### config.mk
export PLATFORM = sky130hd
export DESIGN_NAME = ex_issue_stage
export DESIGN_NICKNAME = d
export VERILOG_FILES = /design/src/rtl/ex_issue_stage.sv
export SDC_FILE = /design/constraint.sdc
export NUM_CORES = 1
export LEC_CHECK = 0
export ABC_AREA = 0
export BUFFER_PORTS_ARGS = -buffer_cell sky130_fd_sc_hd__buf_4
export CAP_MARGIN = 20
export CORE_ASPECT_RATIO = 1.4
export CORE_MARGIN = 4
export CORE_UTILIZATION = 30
export CTS_BUF_LIST = sky130_fd_sc_hd__clkbuf_4 sky130_fd_sc_hd__clkbuf_8
export DETAILED_ROUTE_END_ITERATION = 10
export HOLD_SLACK_MARGIN = 0.02
export MAX_ROUTING_LAYER = met4
export PLACE_DENSITY = 0.58
export SLEW_MARGIN = 40
export SYNTH_ARGS = -nofsm -noshare
export SYNTH_HDL_FRONTEND = slang
export SYNTH_SLANG_ARGS = --single-unit
### constraint.sdc
create_clock -name clk -period 5.4 [get_ports clk]
set_input_delay 0 -clock clk [delete_from_list [all_inputs] [get_ports clk]]
set_output_delay 0 -clock clk [all_outputs]
set_load 0.01 [all_outputs]
### src/rtl/ex_issue_stage.sv
`default_nettype none
// ============================================================================
// Module   : ex_issue_stage
// Summary  : Decode-to-execute issue register with operand forwarding from the
//            MEM/WB stages. It detects load-use hazards, applies backpressure
//            and flush, refreshes held operands from WB, and keeps a
//            saturating stall counter.
// Revision : 1.0 - initial release
// ============================================================================
module ex_issue_stage (
  input  logic        clk,
  input  logic        rst_b,
  input  logic        id_valid,
  output logic        id_ready,
  input  logic [5:0]  id_func,
  input  logic [31:0] id_inst,
  input  logic [4:0]  id_rs,
  input  logic [4:0]  id_rt,
  input  logic [4:0]  id_rd,
  input  logic [31:0] id_rs_val,
  input  logic [31:0] id_rt_val,
  input  logic [31:0] id_imm,
  input  logic        id_use_imm,
  input  logic        id_reg_write,
  input  logic        id_is_load,
  input  logic        flush,
  input  logic        mem_fwd_en,
  input  logic [4:0]  mem_fwd_reg,
  input  logic [31:0] mem_fwd_data,
  input  logic        wb_fwd_en,
  input  logic [4:0]  wb_fwd_reg,
  input  logic [31:0] wb_fwd_data,
  output logic        ex_valid,
  input  logic        ex_ready,
  output logic [31:0] input1w,
  output logic [31:0] input2w,
  output logic [31:0] a,
  output logic [5:0]  funcw,
  output logic [31:0] inst,
  output logic [4:0]  ex_rd,
  output logic        ex_reg_write,
  output logic        ex_is_load,
  output logic [15:0] stall_cnt
);

  localparam logic [15:0] STALL_MAX = 16'hFFFF;

  // Held-entry bookkeeping that is not exposed directly on the ports
  logic        valid_q;
  logic        reg_write_q;
  logic        is_load_q;
  logic        use_imm_q;
  logic [4:0]  rs_q;
  logic [4:0]  rt_q;

  logic        hazard;
  logic        accept;
  logic        stall;
  logic        hold;
  logic        wb_hit_rs;
  logic        wb_hit_rt;
  logic [31:0] fwd_rs;
  logic [31:0] fwd_rt;

  // MEM beats WB; register 0 always reads the register-file value
  function automatic logic [31:0] fwd_pick(input logic [4:0] idx, input logic [31:0] rf_val);
    if (idx != 5'd0 && mem_fwd_en && mem_fwd_reg == idx)
      fwd_pick = mem_fwd_data;
    else if (idx != 5'd0 && wb_fwd_en && wb_fwd_reg == idx)
      fwd_pick = wb_fwd_data;
    else
      fwd_pick = rf_val;
  endfunction

  // Handshake, hazard detection and operand forwarding
  always_comb begin
    hazard    = valid_q && is_load_q && reg_write_q && (ex_rd != 5'd0) &&
                ((ex_rd == id_rs) || (ex_rd == id_rt));
    id_ready  = !rst_b && !flush && !hazard && (!valid_q || ex_ready);
    accept    = id_valid && id_ready;
    stall     = id_valid && !id_ready && !flush;
    hold      = valid_q && !ex_ready;
    wb_hit_rs = wb_fwd_en && (rs_q != 5'd0) && (wb_fwd_reg == rs_q);
    wb_hit_rt = wb_fwd_en && (rt_q != 5'd0) && (wb_fwd_reg == rt_q);
    fwd_rs    = fwd_pick(id_rs, id_rs_val);
    fwd_rt    = fwd_pick(id_rt, id_rt_val);
  end

  // Stored control bits are hidden while the entry is invalid
  assign ex_valid     = valid_q;
  assign ex_reg_write = valid_q & reg_write_q;
  assign ex_is_load   = valid_q & is_load_q;

  // Issue register: reset > flush > accept > drain > hold-refresh
  always_ff @(posedge clk) begin
    if (rst_b) begin
      valid_q     <= 1'b0;
      reg_write_q <= 1'b0;
      is_load_q   <= 1'b0;
      use_imm_q   <= 1'b0;
      rs_q        <= 5'd0;
      rt_q        <= 5'd0;
      input1w     <= 32'd0;
      input2w     <= 32'd0;
      a           <= 32'd0;
      funcw       <= 6'd0;
      inst        <= 32'd0;
      ex_rd       <= 5'd0;
    end else if (flush) begin
      valid_q <= 1'b0;
    end else if (accept) begin
      valid_q     <= 1'b1;
      reg_write_q <= id_reg_write;
      is_load_q   <= id_is_load;
      use_imm_q   <= id_use_imm;
      rs_q        <= id_rs;
      rt_q        <= id_rt;
      input1w     <= fwd_rs;
      a           <= fwd_rt;
      input2w     <= id_use_imm ? id_imm : fwd_rt;
      funcw       <= id_func;
      inst        <= id_inst;
      ex_rd       <= id_rd;
    end else if (valid_q && ex_ready) begin
      valid_q <= 1'b0;
    end else if (hold) begin
      if (wb_hit_rs)
        input1w <= wb_fwd_data;
      if (wb_hit_rt) begin
        a <= wb_fwd_data;
        if (!use_imm_q)
          input2w <= wb_fwd_data;
      end
    end
  end

  // Saturating count of cycles where decode was blocked (flush excluded)
  always_ff @(posedge clk) begin
    if (rst_b)
      stall_cnt <= 16'd0;
    else if (stall && stall_cnt != STALL_MAX)
      stall_cnt <= stall_cnt + 16'd1;
  end

endmodule
`default_nettype wire

### Yosys cells after proc, flatten, opt, wreduce, memory -nomap -nowiden

Cells that the tools add are included.

| word-level totals | value |
|---|---|
| output and inout port bits | 159 |
| logic and storage cells | 95 |
| bits in registers | 169 |

| cells by class | value |
|---|---|
| multiplexer cells | 20 |
| bitwise operators | 3 |
| add/subtract/negate cells | 1 |
| eq/ne operators | 11 |
| reductions and logical operators | 47 |

Operators with widths:

| kind | number |
|---|---|
| $mux W32 | 18 |
| $eq A5 B5 Y1 | 8 |
| $logic_and A1 B1 Y1 | 25 |
| $reduce_bool A5 Y1 | 5 |
| $add A16 B1 Y16 const B | 1 |
| $ne A16 B16 Y1 const B | 1 |
| $reduce_and A4 Y1 | 2 |
| $reduce_bool A2 Y1 | 4 |
| $logic_not A1 Y1 | 6 |
| $reduce_and A5 Y1 | 1 |
| $and A1 B1 Y1 | 2 |
| $logic_or A1 B1 Y1 | 2 |
| $mux W1 | 2 |
| $ne A2 B1 Y1 const B | 1 |
| $ne A2 B2 Y1 const B | 1 |
| $reduce_and A2 Y1 | 1 |
| $reduce_or A2 Y1 | 1 |
| $not A1 Y1 | 1 |

### Depth between registers and ports, before layout

| logic depth | value |
|---|---|
| word-level depth | 11 |
| mapped depth | 11 |
| mapped depth without buffers | 7 |

### Worst setup path before layout

Ideal clock, no wire load.

| path | value |
|---|---|
| path kind | register -> register |
| start point | register ex_rd[0] |
| end point | register stall_cnt[13] |
| arrival | 2,111 ps |
| path buffers | 1 |
| data required time | 5,272 ps |
| slack | 3,161 ps |
| cell stages (with the launch flop) | 8 |
| cells stage by stage | dfxtp_1 -> or4_1 -> o211a_1 -> a2111oi_4 -> buf_6 -> nor4_1 -> xnor2_1 -> nor2_1 |

| between the ends | value |
|---|---|
| word-level cells in the longest chain between the ends | 10 |
| elaborated cells on any way between the ends | 13 |

Ends and longest elaborated chain:

| element | RTL line | text |
|---|---|---|
| start, declared | 40 | `output logic [4:0] ex_rd,` |
| start signal, assigned | 123 | `ex_rd <= id_rd;` |
| $eq A5 B5 Y1 or $reduce_bool A5 Y1 (tied branches) | 78, 77 |  |
| $logic_or A1 B1 Y1 or $logic_and A1 B1 Y1 (tied branches) | 78, 77 |  |
| $logic_and A1 B1 Y1 * | 77 | `hazard = valid_q && is_load_q && reg_write_q && (ex_rd != 5'd0) &&` |
| $logic_not A1 Y1 * | 79 | `id_ready = !rst_b && !flush && !hazard && (!valid_q \|\| ex_ready);` |
| $logic_and A1 B1 Y1 * (2 in series) | 79 |  |
| via id_ready | 14 | `output logic id_ready,` |
| $logic_not A1 Y1 * | 81 | `stall = id_valid && !id_ready && !flush;` |
| $logic_and A1 B1 Y1 * (2 in series) | 81 |  |
| $logic_and A1 B1 Y1 * | 141 | `else if (stall && stall_cnt != STALL_MAX)` |
| end signal, assigned | 142 | `stall_cnt <= stall_cnt + 16'd1;` |
| end, declared | 43 | `output logic [15:0] stall_cnt` |

The timed path passes the listed nets; every way through them passes the cells marked *.
A chain may end at the register's enable or synchronous reset.

### Final worst setup path

| path | value |
|---|---|
| start point | register ex_rd[4] |
| end point | register input1w[11] |

| between the ends | value |
|---|---|
| word-level cells in the longest chain between the ends | 9 |
| elaborated cells on any way between the ends | 15 |

Ends and longest elaborated chain:

| element | RTL line | text |
|---|---|---|
| $eq A5 B5 Y1 or $reduce_bool A5 Y1 (tied branches) | 78, 77 |  |
| $logic_or A1 B1 Y1 or $logic_and A1 B1 Y1 (tied branches) | 78, 77 |  |
| $logic_and A1 B1 Y1 * | 77 |  |
| $logic_not A1 Y1 * | 79 |  |
| $logic_and A1 B1 Y1 * (2 in series) | 79 |  |
| $logic_and A1 B1 Y1 * | 80 | `accept = id_valid && id_ready;` |
| $ne A2 B2 Y1 (no source line) or $reduce_bool A2 Y1 (tied branches) | -- |  |
| $reduce_and A4 Y1 (no source line) | -- |  |
| end signal, assigned | 118 | `input1w <= fwd_rs;` |
| end signal, assigned | 128 | `input1w <= wb_fwd_data;` |
| end, declared | 35 | `output logic [31:0] input1w,` |

Mark *: on every way between the ends. The rest lies on a longest branch, timed or not.

==> results by group <==
Final layout
  • Layout net count: 1769
  • Post-layout util: 0.499
  • Post-Layout Inst Area: about 14000 µm²
  • Ratio of cells with drive above 1 in the final layout: 0.295
  • Area delta synth->final: 62.7%

STA
  • Final hold slack: 0.0376 ns
  • Slew @ Worst Pin: 0.793 ns
  • RSZ-0062 raised after global routing: false
  • Slew Viols, Final: 0
  • Relative slew slack: 0.470
  • Fin. Hold Viols: 0
  • Maximum clock rate: 298 MHz
  • Final period utilization: 0.621
  • Clock skew: 0.0277 ns
  • Final setup violation count: 0
  • Fin Setup TNS: 0 ns
  • Min Clock Period, post-route: between 3 and 4 ns

Clocking
  • Worst-Skew Late Latency: about 0.47 ns
  • CTS tree: built
  • Clk Tree Root Cell: clkbuf_8
  • CTS resizes: 0
  • Clk slew on worst S/H paths: around 0.090 ns
  • CTS H-Tree Depth: 4
  • Setup bufs post-CTS: 0
  • Cts bufs inserted: 17
  • Clock buffer depth: 2
  • CTS Sinks: 169

Global route
  • Number of global-route vias before repair: ~10000
  • Initial antenna violation count: 1
  • Total Routing Usage GR: 0.237
  • Largest net degree at the start of global routing: 89
  • Overflow after GRT: 0
  • First-pass GRT wire length: between 50000 and 60000 µm

Place
  • GP Congestion: ~0.9
  • Placed Instance Area: 11700 µm²
  • Final HPWL DP: 26100 µm
  • PortBufs: 391

Route
  • Drt pass-1 iters: 5
  • Total length of routed wires: about 38000 µm
  • Routed WL per cell: 19.6 µm
  • Via density: 5.07
  • Via count: about 9700
  • DR iter-0 viols: 530
  • DRC viols: 0
  • Final ANT Viol Nets: 0

Synth
  • Synthesized area: 8550 µm²
  • Synth async-reset ratio: 0
  • Synth Instances: 1022
  • Syn avg cell area: 8.36 µm²
  • Post-synth EDFFs: 0
  • Syn_nets: 1256
  • Synthesis warning total: 0
  • Synth cell types: 47
  • Register area share after synthesis: 0.396
  • Most common flop cell mapped by yosys: dfxtp_1
  • Synth Register Bits: roughly 170

Power
  • Lkg Pwr: 6.07 nW
  • Pwr dens: about 210 nW/µm²
  • Worst VDD drop: 0.000156 V
  • Power, Total: roughly 2.9 mW

Worst setup path
  • Worst EP required: 5.77 ns
  • Worst EP arrival: 3.72 ns
  • Crit Path Class: flip-flop to flip-flop
  • CP Max Fanout: 60
  • Worst setup EP type: flip-flop
  • Startpoint types: flip-flop

Floorplan
  • Die Span Y: 208 µm
  • Die X: 151 µm
  • # rows: 72
  • Initial cell density of the core: 0.307
  • Ports: 392
  • Core Box Area: 27800 µm²
  • Full die area: 31300 µm²

Outcome
  • Status: completed

Hold path
  • HP Class: input pin to flip-flop

Job
  • Maxcap violations: 0
layer usage:
layer,track usage,vias to the layer above,share of wire
met1,0.264,4574,0.38
li1,-,4702,-
met3,0.0533,76,0.076
met4,0.0920,0,0.034
met2,0.407,382,0.51
met5,-,-,0
where the power goes:
group          internal [mW]  total (mW)  switching (mW)
clock                  0.460       0.953           0.493
combinational          0.355       0.641           0.287
sequential              1.30        1.33          0.0341
total                   2.11        2.93           0.814
registers in the layout (all words and copies together), names as in the netlist:
| signal | count |
|---|---|
| reg_write_q | 1 |
| ex_rd | 5 |
| inst | 32 |
| rs_q | 5 |
| input2w | 32 |
| input1w | 32 |
| funcw | 6 |
| stall_cnt | 16 |
| rt_q | 5 |
| use_imm_q | 1 |
| a | 32 |
| ex_valid | 1 |
| is_load_q | 1 |
timing repair:
action,CTS,global route
endpoints found under the setup margin,0,0
hold buffers,175,0
endpoints found under the hold margin,146,0
synthesized netlist by cell type, types with 4 or more instances:
| master | count | share of area |
|---|---|---|
| or4_1 | 5 | 0.0044 |
| xor2_1 | 11 | 0.011 |
| mux2i_1 | 80 | 0.094 |
| a21oi_1 | 108 | 0.063 |
| clkbuf_1 | 50 | 0.022 |
| nor2_1 | 85 | 0.037 |
| nand2_1 | 187 | 0.082 |
| nand2b_1 | 4 | 0.0029 |
| a211oi_1 | 33 | 0.029 |
| o21ai_1 | 4 | 0.0023 |
| buf_4 | 6 | 0.0053 |
| nand4_1 | 7 | 0.0051 |
| a311oi_1 | 16 | 0.016 |
| buf_2 | 31 | 0.018 |
| nor3_1 | 8 | 0.0047 |
| o21ai_0 | 30 | 0.018 |
| nand3_1 | 9 | 0.0053 |
| a22o_1 | 48 | 0.049 |
| a221o_1 | 32 | 0.037 |
| and2_1 | 4 | 0.0029 |
| xnor2_1 | 40 | 0.041 |
| dfxtp_1 | 169 | 0.40 |
| nor4_1 | 11 | 0.0081 |
| o22ai_1 | 16 | 0.012 |
worst paths after layout:
kind	slack (ns)	to	from	depth (start not counted)
max	2.05	input1w[11]	ex_rd[4]	8
min	0.04	a[20]	mem_fwd_data[20]	5
max reg2reg	2.05	input1w[11]	ex_rd[4]	8
min reg2reg	0.46	inst[28]	inst[28]	2
logic make-up after synthesis:
group                    Yosys count  share of synthesized area
AO/OA/AOI/OAI                    296                      0.240
adder cells (fa/ha/maj)            1                    0.00146
AND/OR/NAND/NOR                  334                      0.167
XOR/XNOR                          51                     0.0523
flip-flops                       169                      0.396
buffers and inverters             91                     0.0489
multiplexers                      80                     0.0937
final cells by class:
class	instances	area, µm²
Antenna cell	1	2.50
Inverter	2	7.51
Multi-Input combinational cell	762	4800
Sequential cell	169	3380
Fill cell	2635	13900
Timing Repair Buffer	583	4840
Clock inverter	9	114
Tap cell	370	463
Clock buffer	23	292
cell usage in the layout (no fill, tap or decap), types with 7 or more instances in the layout:
cell and instances:
clkbuf_8 19, nand4_1 7, dlygate4sd3_1 175, buf_4 405, xnor2_1 40, o21ai_0 30, nand2_1 186, a211oi_1 33
o22ai_1 16, a22o_1 48, a21oi_1 108, a221o_1 32, nor3_1 8, dfxtp_1 169, nor2_1 84, mux2i_1 80
nand3_1 8, xor2_1 11, a311oi_1 16, nor4_1 11
critical path, cell delays in order, from the launching register on:
cell and delay [ns]:
dfxtp_1 0.44, xnor2_1 0.15, nand3_1 0.10, o22ai_2 0.35, a21bo_4 0.58, buf_4 0.56
buf_4 0.60, nor2_1 0.14, a311oi_1 0.28
metrics by stage:
stage	worst slack (ns)	std cells
finish	2.05	1919
floorplan	3.16	1022
global placement	2.17	1709
detailed placement	2.08	1711
CTS	2.03	1918
global route	1.76	1919
Power figures use the tool's default switching activity.
